$ cat src/rtl/ring_osc_freq_counter.sv
// -----------------------------------------------------------------------------
// ring_osc_freq_counter
//
// Measures the frequency of the PVT-monitor ring oscillator. On a start request
// it enables the oscillator, lets it run up for SETTLE_CYCLES clocks, then counts
// synchronized rising edges of osc_in over a window of 2^WIN_LOG2 clocks.
// Oscillator frequency = count * f_clk / 2^WIN_LOG2.
//
// Parameters:
//   WIN_LOG2      : window length is 2^WIN_LOG2 clk cycles
//   CNT_W         : width of the accumulator and of the published count
//   SETTLE_CYCLES : oscillator run-up cycles before counting (>= 1)
//
// Ports:
//   clk      in   system clock, all state on the rising edge
//   rst_n    in   asynchronous active-low reset
//   start    in   measurement request, sampled in IDLE
//   osc_in   in   divided oscillator signal, asynchronous to clk
//   osc_ena  out  ring oscillator enable
//   busy     out  high from SETTLE through the last MEASURE cycle
//   count    out  last completed result, held until the next result
//   valid    out  one-cycle strobe, count/sat updated in the same cycle
//   sat      out  accumulator saturated during the published window
//
// Build option:
//   RO_FREQ_CONT_EN : continuous mode. If start is high at a window end the
//                     result is published and a new window begins on the next
//                     cycle without re-settling; osc_ena and busy stay high.
//                     Undefined: single-shot only.
// -----------------------------------------------------------------------------
module ring_osc_freq_counter #(
  parameter int WIN_LOG2      = 10,
  parameter int CNT_W         = 16,
  parameter int SETTLE_CYCLES = 16
) (
  input  logic             clk,
  input  logic             rst_n,
  input  logic             start,
  input  logic             osc_in,
  output logic             osc_ena,
  output logic             busy,
  output logic [CNT_W-1:0] count,
  output logic             valid,
  output logic             sat
);

  // One timer serves both SETTLE and MEASURE, so it is sized for the longer.
  localparam int SET_W = $clog2(SETTLE_CYCLES + 1);
  localparam int TMR_W = (WIN_LOG2 > SET_W) ? WIN_LOG2 : SET_W;

  localparam logic [TMR_W-1:0] SETTLE_LAST = TMR_W'(SETTLE_CYCLES - 1);
  localparam logic [TMR_W-1:0] WIN_LAST    = TMR_W'((1 << WIN_LOG2) - 1);

  typedef enum logic [1:0] {
    ST_IDLE    = 2'd0,
    ST_SETTLE  = 2'd1,
    ST_MEASURE = 2'd2
  } state_t;

  state_t           r_state;
  logic [TMR_W-1:0] r_timer;
  logic [CNT_W-1:0] r_acc;
  logic             r_sat_flag;
  logic             r_osc_ena;
  logic             r_busy;
  logic [CNT_W-1:0] r_count;
  logic             r_valid;
  logic             r_sat;

  // Synchronizer (s1, s2) plus history flop s3 for edge detection.
  logic r_s1;
  logic r_s2;
  logic r_s3;

  logic             w_rise;
  logic             w_acc_full;
  logic [CNT_W-1:0] w_acc_next;
  logic             w_sat_next;

  // NOTE: sequential state is assigned with <= only, so every flop samples the
  // pre-edge value of its neighbours regardless of statement order.
  always_ff @(posedge clk or negedge rst_n) begin
    if (!rst_n) begin
      r_s1 <= 1'b0;
      r_s2 <= 1'b0;
      r_s3 <= 1'b0;
    end else begin
      r_s1 <= osc_in;
      r_s2 <= r_s1;
      r_s3 <= r_s2;
    end
  end

  assign w_rise = r_s2 & ~r_s3;

  // Saturating increment. The flag records that a rise was dropped because
  // the accumulator was already all-ones.
  assign w_acc_full = &r_acc;
  assign w_acc_next = (w_rise && !w_acc_full) ? r_acc + CNT_W'(1) : r_acc;
  assign w_sat_next = r_sat_flag | (w_rise & w_acc_full);

  always_ff @(posedge clk or negedge rst_n) begin
    if (!rst_n) begin
      r_state    <= ST_IDLE;
      r_timer    <= '0;
      r_acc      <= '0;
      r_sat_flag <= 1'b0;
      r_osc_ena  <= 1'b0;
      r_busy     <= 1'b0;
      r_count    <= '0;
      r_valid    <= 1'b0;
      r_sat      <= 1'b0;
    end else begin
      // NOTE: the strobe defaults low every cycle and is overridden only at a
      // window end, which keeps it exactly one cycle wide.
      r_valid <= 1'b0;

      case (r_state)
        ST_IDLE: begin
          if (start) begin
            r_state   <= ST_SETTLE;
            r_timer   <= '0;
            r_osc_ena <= 1'b1;
            r_busy    <= 1'b1;
          end
        end

        ST_SETTLE: begin
          // Rises are ignored while the oscillator runs up.
          if (r_timer == SETTLE_LAST) begin
            r_state    <= ST_MEASURE;
            r_timer    <= '0;
            r_acc      <= '0;
            r_sat_flag <= 1'b0;
          end else begin
            r_timer <= r_timer + TMR_W'(1);
          end
        end

        ST_MEASURE: begin
          r_acc      <= w_acc_next;
          r_sat_flag <= w_sat_next;
          if (r_timer == WIN_LAST) begin
            // A rise in the final window cycle is included in the result.
            r_count <= w_acc_next;
            r_sat   <= w_sat_next;
            r_valid <= 1'b1;
            r_timer <= '0;
`ifdef RO_FREQ_CONT_EN
            if (start) begin
              // Abutting window: the next cycle is the first of the new one.
              r_acc      <= '0;
              r_sat_flag <= 1'b0;
            end else begin
              r_state   <= ST_IDLE;
              r_osc_ena <= 1'b0;
              r_busy    <= 1'b0;
            end
`else
            r_state   <= ST_IDLE;
            r_osc_ena <= 1'b0;
            r_busy    <= 1'b0;
`endif
          end else begin
            r_timer <= r_timer + TMR_W'(1);
          end
        end

        default: begin
          r_state   <= ST_IDLE;
          r_osc_ena <= 1'b0;
          r_busy    <= 1'b0;
        end
      endcase
    end
  end

  assign osc_ena = r_osc_ena;
  assign busy    = r_busy;
  assign count   = r_count;
  assign valid   = r_valid;
  assign sat     = r_sat;

endmodule
$ cat config.mk
export PLATFORM = sky130hd
export DESIGN_NAME = ring_osc_freq_counter
export DESIGN_NICKNAME = d
export VERILOG_FILES = /design/src/rtl/ring_osc_freq_counter.sv
export SDC_FILE = /design/constraint.sdc
export NUM_CORES = 1
export LEC_CHECK = 0
export BUFFER_PORTS_ARGS = -buffer_cell sky130_fd_sc_hd__buf_2
export CORE_ASPECT_RATIO = 0.7
export CORE_UTILIZATION = 65
export DETAILED_ROUTE_END_ITERATION = 10
export PLACE_DENSITY_LB_ADDON = 0.25
export SLEW_MARGIN = 20
export SYNTH_ARGS = -nofsm -noshare
export SYNTH_HDL_FRONTEND = slang
export SYNTH_SLANG_ARGS = --single-unit
$ cat constraint.sdc
create_clock -name clk -period 5.4 [get_ports clk]
set_input_delay 0.27 -clock clk [delete_from_list [all_inputs] [get_ports clk]]
set_output_delay 0.27 -clock clk [all_outputs]
set_load 0.01 [all_outputs]
# After elaboration in Yosys (flattened, before gate mapping)
# Index checks and enable logic that the tools add are counted.
# Widths: inputs -> output; s select.
# word_totals
ff_bits,51
latchBits,0
mem_bits_rw,0
romBits,0
in_bits,4
out_inout_bits,20
word_cells,54
n_memories,0
# classes
n_addsub,2
n_mul,0
n_div,0
magnitude_cmp,0
n_eq_ne,7
shifts,0
n_mux,18
bitwise,5
reduce_logical,11
# op_table
cell,count
$mux 16,2
$pmux 16 s2,1
$mux 10,3
$pmux 10 s3,1
$add 16x1->16 const B,1
$reduce_and 16->1,1
$add 10x1->10 const B,1
$eq 10x10->1 const B,1
$eq 10x4->1 const B,1
$mux 2,3
$ne 2x2->1 const B,3
$pmux 2 s3,1
$reduce_and 2->1,3
$reduce_and 3->1,2
$mux 1,5
$pmux 1 s3,1
$reduce_bool 3->1,1
$and 1x1->1,2
$eq 2x1->1 const B,1
$eq 2x2->1 const B,1
$logic_not 2->1,1
$not 1->1,2
$pmux 1 s2,1
$reduce_bool 2->1,1
other kinds (3),3

# Logic depth before layout (Yosys ltp)
# Gate-level depths: netlist of the first run.
# depth
depth_word,5
mapped_depth,8
depth_no_buf,7

# Worst setup path before layout of the first run
# No wires, ideal clock.
# synth_path
path_kind,reg2reg
from,register r_timer[8]
to,register r_acc[15]
setup_ns,0.128
arrival_time_ns,1.804
required_time_ns,5.272
setup_slack_ns,3.468
stages_incl_launch_ff,7
path_buffers,1
synth_period_minus_slack_ns,1.932
path_cell_list,dfrtp_1 or4_4 o31a_2 clkbuf_8 o21a_1 a21oi_1 o21ai_0
# synth_via
elab_chain_len,3
# synth_lines
item,line,rtl
start: declaration,61,logic [TMR_W-1:0] r_timer;
start signal: assignment,136,r_timer <= r_timer + TMR_W'(1);
start signal: assignment,165,r_timer <= r_timer + TMR_W'(1);
$eq 10x4->1,130,if (r_timer == SETTLE_LAST) begin
$ne 2x2->1 (no line),-,
$reduce_and 2->1 (no line),-,
end signal: assignment,141,r_acc <= w_acc_next;
end: declaration,62,logic [CNT_W-1:0] r_acc;
# No other way between the ends.
# A chain may end at the register's enable or synchronous reset.

# Worst setup path in the final report of the first run
# layout_path
from,register r_state[0]
to,register r_count[4] (netlist: count[4])
# layout_via
elab_chain_len,2
# layout_lines
item,line,rtl
start: declaration,60,state_t r_state;
start signal: assignment,104,r_state <= ST_IDLE;
start signal: assignment,121,r_state <= ST_SETTLE;
start signal: assignment,131,r_state <= ST_MEASURE;
$eq 2x2->1,118,case (r_state)
$reduce_and 2->1 (no line),-,
end signal: assignment,145,r_count <= w_acc_next;
end: declaration,66,logic [CNT_W-1:0] r_count;
# No other way between the ends.

==> results_dict.tcl, run 1 <==
set metrics [dict create \
    htreeDepth 2 \
    synth.avg_cell_area_um2 8.935 \
    max_freq_mhz 343.9 \
    ys.flop_type "dfrtp_1" \
    cp.required_ns 5.63 \
    crit_top_cell "inv_1" \
    path_clk_slew_ns 0.10 \
    slowest_delay_ns 0.78 \
    seq_power_share_pct 47.8 \
    period_share_pct 53.84 \
    clockBufferDepth 2 \
    crit_family "simple AND/OR/NAND/NOR gates" \
    cts_resized 0 \
    grtUsageTotal_pct 30.77 \
    cts_root_buffer "clkbuf_8" \
    ys_seq_elements 51 \
    path_class "reg2reg" \
    dieArea_mm2 0.004956 \
    yosysMostFrequentCell "dfrtp_1" \
    worst_slew_pin_slew_ns 0.9344 \
    min_path_type "in2async" \
    antenna_found_initial 0 \
    gr-total-overflow 0 \
    finalNetCount 359 \
    viasPerCell 6.493 \
    fin_ws_ns 2.492 \
    drtPass1Iterations 5 \
    crit_buf_inv 2 \
    post-place-ws_ns 2.538 \
    combPwrFrac_pct 21.4 \
    holdWs_ns -0.03579 \
    start_util_pct 68.98 \
    status "finished with violations" \
    maxSlewHeadroom_pct 37.71 \
    path_max_fanout 28 \
    powerDensity_mw_per_mm2 268.0 \
    wl_um 7018 \
    synthTopCellsByCount "dfrtp_1, nand2_1, o21ai_0" \
    grt_pass1_wl_um 11570 \
    cp.arrival_ns 3.14 \
    fin_worst_skew_ns 0.01221 \
    synthCells 340 \
    row_count 20 \
    yosys_warnings 0 \
    post_cts_buffers 0 \
    power.internal_w 0.0005839 \
    synth_nets 350 \
    start_kind "flip-flop" \
    cts_buffers 5 \
    die_y_um 59.20 \
    clock_latency_ns 0.31 \
    synth_cell_types 61 \
    slew_violations 0 \
    rsz0062_at_grt "false" \
    synth_edf_count 0 \
    clock-sinks 51 \
    fillerInstances 331 \
    drc_errors 0 \
    die_w_um 83.71 \
    synth_area_mm2 0.003038 \
    routedWlPerCell_um 17.37 \
    ant_nets 0 \
    switchingPower_w 0.0002691 \
    drt_iter0_drc 326 \
    slowest_stage "ha_1" \
    switching_share_pct 31.55 \
    hpwl_um 4991 \
    numPortBuffers 23 \
    cp_cell_sequence "inv_1, ha_1, nand3_1, inv_1, nor2_1, a21oi_1" \
    setup_viol 0 \
    tns_ns 0 \
    io-pin-count 24 \
    grt_max_degree 52 \
    fin_crit_ns 2.908 \
    grt_pass1_vias 2312 \
    end_kind "flip-flop" \
    max_cap_viol_count 0 \
    cts_tree "done" \
    diodes 0 \
    dr_total_vias 2623 \
    yosysTopAreaCellShare_pct 42.01 \
    violations "hold timing" \
    hold_viol 51 \
    ys_seq_area_share_pct 42.01 \
    async_reset_ff_share_pct 100.0 \
    peakVddDrop_uv 188.2 \
    hold_buffers 0 \
    synth_top_area_cell "dfrtp_1" \
    area_delta_synth_final_pct 4.777 \
    p_leak_nw 1.385 \
    final_layout_size_suffix_gt1_share_pct 13.47 \
    gp_congestion 0.9552 \
    coreArea_mm2 0.004404 \
    clkPwrFrac_pct 30.8 \
    synthTopCellsByArea "dfrtp_1, o21ai_0, nand2_1, a21oi_1, nor2_1" \
]
==> power by group through the flow <==
stage | Combinational, W | Sequential (W) | Clock, W
after CTS | 0.000178 | 0.000407 | 0.000263
after global routing | 0.000202 | 0.000410 | 0.000277
after global placement | 0.000173 | 0.000413 | 0
final | 0.000183 | 0.000408 | 0.000263
after detailed placement | 0.000177 | 0.000414 | 0
after floorplan | 0.000138 | 0.000414 | 0
==> state kept, by name (all words and copies together) (netlist names) <==
register	cells
sat	1
r_acc	16
valid	1
count	16
busy	1
r_s1	1
r_timer	10
r_sat_flag	1
r_state	2
r_s3	1
r_s2	1
==> cell usage in the layout, fill, tap and decap left out, types with 2 or more instances in the layout <==
cell type  instances
a21oi_1           25
xnor2_1            7
nand3_1           17
nand3b_1           2
a21bo_2            2
mux2i_1            4
or3_1              3
a31oi_1            5
buf_2             22
mux2_2             2
and2_1             3
nand4_1            5
a21o_1             2
nor4_1             8
o21ai_0           30
xor2_1             5
clkbuf_8           5
nor2b_1            3
nor2_1            29
ha_1               6
and4_1             2
o31a_1             3
dfrtp_1           51
nand4b_1           2
o211ai_1           3
nand2b_1           5
nor3_1            14
o31ai_1            2
a211oi_1           2
inv_1             11
o21a_1             5
nor3_2             2
nand2_1           34
a211o_1            2
==> metal layers <==
metal | routed length [um] | GRT usage (%) | vias up
met5 | 0 | 0 | -
met1 | 3343 | 46.29 | 1257
met2 | 2963 | 45.06 | 113
met4 | 61 | 7.990 | 0
met3 | 650 | 7.103 | 5
li1 | - | - | 1248
==> per-stage QoR <==
stage | utilization, % | total power [W] | cell area, um2 | std cells
finish | 72.27 | 0.0008530 | 3183 | 404
global route | 72.27 | 0.0008891 | 3183 | 404
CTS | 72.22 | 0.0008475 | 3181 | 404
detailed placement | 69.80 | 0.0005911 | 3074 | 397
global placement | 69.80 | 0.0005860 | 3074 | 397
floorplan | - | 0.0005515 | 3038 | 340
==> final timing paths <==
check / startpoint / to / slack [ns] / depth (start not counted)
setup / recovery: r_state[0] / count[4] / 2.49 / 6
hold / removal: rst_n / busy / -0.04 / 1
setup reg to reg: r_state[0] / count[4] / 2.49 / 6
hold reg to reg: r_s1 / r_s2 / 0.36 / 0
max in group asynchronous: rst_n / r_acc[11] / 5.00 / 1
min in group clk: osc_in / r_s1 / 0.06 / 1
==> cell type report <==
class	instances	area, um2	share of cell area, %
Clock inverter	2	37.54	1.179
Tap cell	55	68.82	2.162
Inverter	11	41.29	1.297
Multi-Input combinational cell	257	1573	49.41
Clock buffer	5	68.82	2.162
Timing Repair Buffer	23	117.6	3.695
Sequential cell	51	1276	40.09
==> logic make-up after synthesis <==
group	share of synthesized area (%)
xor gates and xnor gates	3.460
adders and majority gates	2.471
DFF	42.01
AOI/OAI and AO/OA	19.36
and+or+nand+nor	24.42
buffers and inverters	6.219
muxes	2.059
Note: power is estimated with default switching activity, not from simulation.
==> run 2, diff against run 1 <==
--- a/config.mk
+++ b/config.mk
@@ -7,7 +7,7 @@
 export LEC_CHECK = 0
 export BUFFER_PORTS_ARGS = -buffer_cell sky130_fd_sc_hd__buf_2
 export CORE_ASPECT_RATIO = 0.7
-export CORE_UTILIZATION = 65
+export CORE_UTILIZATION = 60
 export DETAILED_ROUTE_END_ITERATION = 10
 export PLACE_DENSITY_LB_ADDON = 0.25
 export SLEW_MARGIN = 20
==> constraint.sdc (replaced) <==
create_clock -name clk -period 2.7 [get_ports clk]
set_input_delay 0.135 -clock clk [delete_from_list [all_inputs] [get_ports clk]]
set_output_delay 0.135 -clock clk [all_outputs]
set_load 0.01 [all_outputs]
==> run 2 against run 1 <==
Net effect:
- non-clock buffer count grew 11
- via count grew 4.2%
- global-route usage shrank 1.1 points
- hold slack gained 0.19 ns
- the flow now finishes without violations
- worst setup slack lost 2.2 ns
- cell count grew 6.4%
- critical path type unchanged
- critical path depth is the same
- combinational power grew 110%
- clock power grew 63%
==> results_dict.tcl, run 2 (synthesis results as in run 1) <==
set metrics [dict create \
    status "completed" \
    clock_latency_ns 0.31 \
    end_kind "flip-flop" \
    slew_violations 0 \
    fillerInstances 422 \
    die_y_um 61.54 \
    drt_iter0_drc 338 \
    final_common_cell "dfrtp_1" \
    grt_pass1_wl_um 11800 \
    powerDensity_mw_per_mm2 500.8 \
    max_freq_mhz 424.1 \
    instances_no_fill 430 \
    cts_resized 0 \
    grt_util_met1_pct 44.90 \
    final_layout_size_suffix_gt1_share_pct 15.24 \
    period_share_pct 87.34 \
    start_kind "flip-flop" \
    grtUsageTotal_pct 29.68 \
    gp_congestion 0.9984 \
    cp.required_ns 2.95 \
    holdWs_ns 0.1528 \
    path_class "reg2reg" \
    clockBufferDepth 2 \
    area_delta_synth_final_pct 7.331 \
    fin_crit_ns 2.358 \
    path_max_fanout 9 \
    dr_total_vias 2733 \
    layout.cells.most_common_list "dfrtp_1, nand2_1, o21ai_0, nor2_1, a21oi_1" \
    htreeDepth 2 \
    die_w_um 87.05 \
    peakVddDrop_uv 213.2 \
    fin_worst_skew_ns 0.008098 \
    io-pin-count 24 \
    hold_viol 0 \
    coreArea_mm2 0.004835 \
    hold_buffers 2 \
    antenna_found_initial 0 \
    gr-total-overflow 0 \
    grt_most_used_layer "met1" \
    wl_um 7406 \
    setup_viol 0 \
    hpwl_um 5405 \
    numPortBuffers 23 \
    rsz0062_at_grt "false" \
    holdPathStages 3 \
    viasPerCell 6.356 \
    grtUsageMet3_pct 6.300 \
    post_cts_buffers 0 \
    multi_input_area_mm2 0.001573 \
    path_clk_slew_ns 0.09 \
    cts_tree "done" \
    cts_buffers 5 \
    finalNetCount 370 \
    final-seq-area_mm2 0.001276 \
    min_path_type "in2reg" \
    dieArea_mm2 0.005356 \
    drc_errors 0 \
    max_cap_viol_count 0 \
    dp.cells 420 \
    routedWlPerCell_um 17.22 \
    clock-sinks 51 \
    tns_ns 0 \
    grt_util_met2_pct 42.86 \
    cp.arrival_ns 2.61 \
    start_util_pct 62.84 \
    p_leak_nw 1.429 \
    ant_nets 0 \
    grt_pass1_vias 2369 \
    diodes 0 \
    grt_max_degree 24 \
    maxSlewHeadroom_pct 40.20 \
    worst_slew_pin_slew_ns 0.8845 \
    cts_root_buffer "clkbuf_8" \
    worstRegToRegCells 6 \
    row_count 21 \
    drtPass1Iterations 5 \
]
==> run 2: cell count changes in the layout (fill, tap and decap cells not counted) <==
cell	before	now
buf_4	1	9
clkbuf_1	0	2
dlygate4sd3_1	0	2
buf_2	22	23
bufinv_16	1	0
clkinv_2	0	1
clkinvlp_4	1	0
==> run 2: power by group <==
part | internal, W | leakage, nW | total [W] | switching (W)
clock network | 0.000183 | 0.0422 | 0.000430 | 0.000247
registers | 0.000790 | 0.701 | 0.000817 | 0.0000273
logic | 0.000120 | 0.686 | 0.000386 | 0.000266
total | 0.00109 | 1.43 | 0.00163 | 0.000541
==> run 2: per-stage QoR <==
step | util [%] | setup slack [ns] | total power, W | instance area (um2)
after floorplan | - | 0.7678 | 0.001103 | 3038
after global placement | 65.35 | 0.5680 | 0.001198 | 3159
after detailed placement | 65.35 | 0.4541 | 0.001208 | 3159
after CTS | 67.44 | 0.4255 | 0.001633 | 3261
after global routing | 67.44 | 0.2188 | 0.001720 | 3261
final | 67.44 | 0.3418 | 0.001633 | 3261
==> run 2: area by class of cell <==
cell class / instances / area share [%]
Sequential cell: 51 / 39.14
Clock buffer: 7 / 2.341
Multi-Input combinational cell: 257 / 48.23
Tap cell: 69 / 2.648
Timing Repair Buffer: 34 / 6.216
Inverter: 11 / 1.266
Clock inverter: 1 / 0.1535
==> run 2: final timing paths <==
| check | start | to | slack (ns) |
|---|---|---|---|
| worst max-delay path | r_acc[0] | count[2] | 0.34 |
| worst min-delay path | start | busy | 0.15 |
| worst max register to register | r_acc[0] | count[2] | 0.34 |
| worst min register to register | r_s1 | r_s2 | 0.35 |
| max in group asynchronous | rst_n | count[6] | 1.79 |
| min in group asynchronous | rst_n | count[14] | 0.30 |
==> run 2: critical path: stages, from the launching register on <==
cell and delay [ns]:
dfrtp_1 0.53, ha_1 0.34, nand2_1 0.15, nor4_4 0.43, a21oi_2 0.21, a311oi_1 0.51, a21o_1 0.13
==> run 2: per-layer routing <==
metal,vias up,share of wire (%),routed length [um]
met4,0,1.1,83
met2,159,41,3038
li1,1258,-,-
met5,-,0,0
met3,16,8.8,652
met1,1300,49,3631
==> run 3, diff against run 2 <==
--- a/config.mk
+++ b/config.mk
@@ -6,8 +6,11 @@
 export NUM_CORES = 1
 export LEC_CHECK = 0
 export BUFFER_PORTS_ARGS = -buffer_cell sky130_fd_sc_hd__buf_2
+export CELL_PAD_IN_SITES_DETAIL_PLACEMENT = 1
+export CELL_PAD_IN_SITES_GLOBAL_PLACEMENT = 1
 export CORE_ASPECT_RATIO = 0.7
-export CORE_UTILIZATION = 60
+export CORE_UTILIZATION = 46
+export CTS_CLUSTER_DIAMETER = 30
 export DETAILED_ROUTE_END_ITERATION = 10
 export PLACE_DENSITY_LB_ADDON = 0.25
 export SLEW_MARGIN = 20
==> run 3 against run 2 <==
Net effect:
- worst setup slack better by 0.00076 ns
- clock power up 27%
- non-clock buffer count unchanged
- cell count up 2.1%
- design area up 1.3%
- fmax about the same
- flip-flop and latch count unchanged
- die area up 30%
==> results_dict.tcl, run 3 (synthesis results as in run 1) <==
set metrics [dict create \
    status "completed" \
    cts_root_buffer "clkbuf_8" \
    antenna_found_initial 0 \
    max_freq_mhz 424.2 \
    path_clk_slew_ns 0.10 \
    routedWlPerCell_um 18.86 \
    rsz0062_at_grt "false" \
    final_layout_size_suffix_gt1_share_pct 15.79 \
    tns_ns 0 \
    max_cap_viol_count 0 \
    cp.arrival_ns 2.55 \
    clock_latency_ns 0.31 \
    grtUsageTotal_pct 25.59 \
    path_max_fanout 9 \
    layout.cells.most_common_list "dfrtp_1, nand2_1, o21ai_0, nor2_1, a21oi_1" \
    htreeDepth 2 \
    final_common_cell "dfrtp_1" \
    postPlaceCellArea_mm2 0.003171 \
    worst_r2r_startpoint "r_acc[0]" \
    min_path_type "in2reg" \
    start_util_pct 48.17 \
    critPathCapture "r_acc[8]" \
    instances_no_fill 439 \
    slowest_stage "dfrtp_1" \
    slowest_delay_ns 0.51 \
    row_count 24 \
    diodes 0 \
    coreArea_mm2 0.006306 \
    die_y_um 69.99 \
    post_cts_buffers 0 \
    area_delta_synth_final_pct 8.732 \
    viasPerCell 6.125 \
    dieArea_mm2 0.006938 \
    hold_path_startpoint "start" \
    period_share_pct 87.31 \
    io-pin-count 24 \
    cts_tree "done" \
    hpwl_um 6116 \
    fin_worst_skew_ns 0.01044 \
    drc_errors 0 \
    path_class "reg2reg" \
    numPortBuffers 23 \
    grt_max_degree 32 \
    finalNetCount 370 \
    setup_viol 0 \
    dp.cells 429 \
    clock-sinks 51 \
    grt_util_met1_pct 38.91 \
    die_w_um 99.13 \
    powerDensity_mw_per_mm2 532.4 \
    hold_buffers 2 \
    cp.required_ns 2.89 \
    final_area_mm2 0.003303 \
    start_kind "flip-flop" \
    worstRegToRegCells 7 \
    drtPass1Iterations 4 \
    power.total_w 0.001759 \
    peakVddDrop_uv 205.9 \
    r2r-end "r_acc[8]" \
    clockBufferDepth 2 \
    cts_resized 0 \
    grt_util_met2_pct 38.62 \
    hold_viol 0 \
    grtUsageMet3_pct 3.804 \
    reg2reg_setup_slack_ns 0.34 \
    cp_cell_sequence "ha_1, nand2_1, nor4_4, buf_4, nand3b_1, mux2i_1, o21ai_0" \
    cts_buffers 5 \
    cp_num_cells 7 \
    drt_iter0_drc 145 \
    p_leak_nw 1.446 \
    crit_buf_inv 1 \
    gr-total-overflow 0 \
    ant_nets 0 \
    grt_pass1_vias 2674 \
    end_kind "flip-flop" \
    crit_family "simple AND/OR/NAND/NOR gates" \
    startpoint "r_acc[0]" \
    worst_slew_pin_slew_ns 0.7696 \
    utilization_pct 52.38 \
    fin_crit_ns 2.357 \
    wl_um 8280 \
    gp_congestion 0.8427 \
    dr_total_vias 2689 \
    slew_violations 0 \
    grt_most_used_layer "met1" \
    grt_pass1_wl_um 13820 \
    maxSlewHeadroom_pct 47.97 \
]
## run 3: cell types whose count changed in the layout (fill, tap and decap cells not counted), sizes merged
cell	previous run	this run
bufinv	0	1
clkbuf	7	5
clkinv	1	2
## run 3: worst min path at each step
stage                  to  slack (ns)  cells after the start
2_1_floorplan        busy       -0.16                      0
3_3_place_gp    count[14]        0.12                      1
3_5_place_dp    count[14]        0.12                      1
4_1_cts              busy        0.14                      3
5_1_grt        r_state[0]        0.17                      3
6_report             busy        0.15                      3
## run 3: stage by stage
stage / hold WS (ns) / setup slack (ns)
after floorplan: -0.1606 / 0.7678
after global placement: 0.1210 / 0.4322
after CTS: 0.1368 / 0.3522
after global routing: 0.1651 / 0.1397
after detailed placement: 0.1237 / 0.3578
final: 0.1456 / 0.3426
## run 3: final cells by class
cell class                      instances  area (um2)
Fill cell                             774        3003
Multi-Input combinational cell        257        1573
Sequential cell                        51        1276
Timing Repair Buffer                   34       202.7
Tap cell                               78       97.59
Clock buffer                            5       68.82
Clock inverter                          3       43.79
Inverter                               11       41.29
## run 3: layer usage
layer,vias to the layer above,wire length (um)
li1,1261,-
met5,-,0
met2,69,3467
met3,6,420
met1,1353,4337
met4,0,54
## run 3: worst reg2reg max path: cells and delay by family, from the launching register on
family | cells | cell delay (ns)
simple gates | 3 | 0.86
flops | 1 | 0.51
fa+ha+maj | 1 | 0.35
buf+inv | 1 | 0.24
mux | 1 | 0.21
compound gates | 1 | 0.09
## run 3: power by group
group	switching (W)	total (W)	leakage, nW	internal [W]
sequential	0.0000256	0.000815	0.701	0.000790
clock	0.000271	0.000547	0.0581	0.000277
combinational	0.000277	0.000396	0.687	0.000118
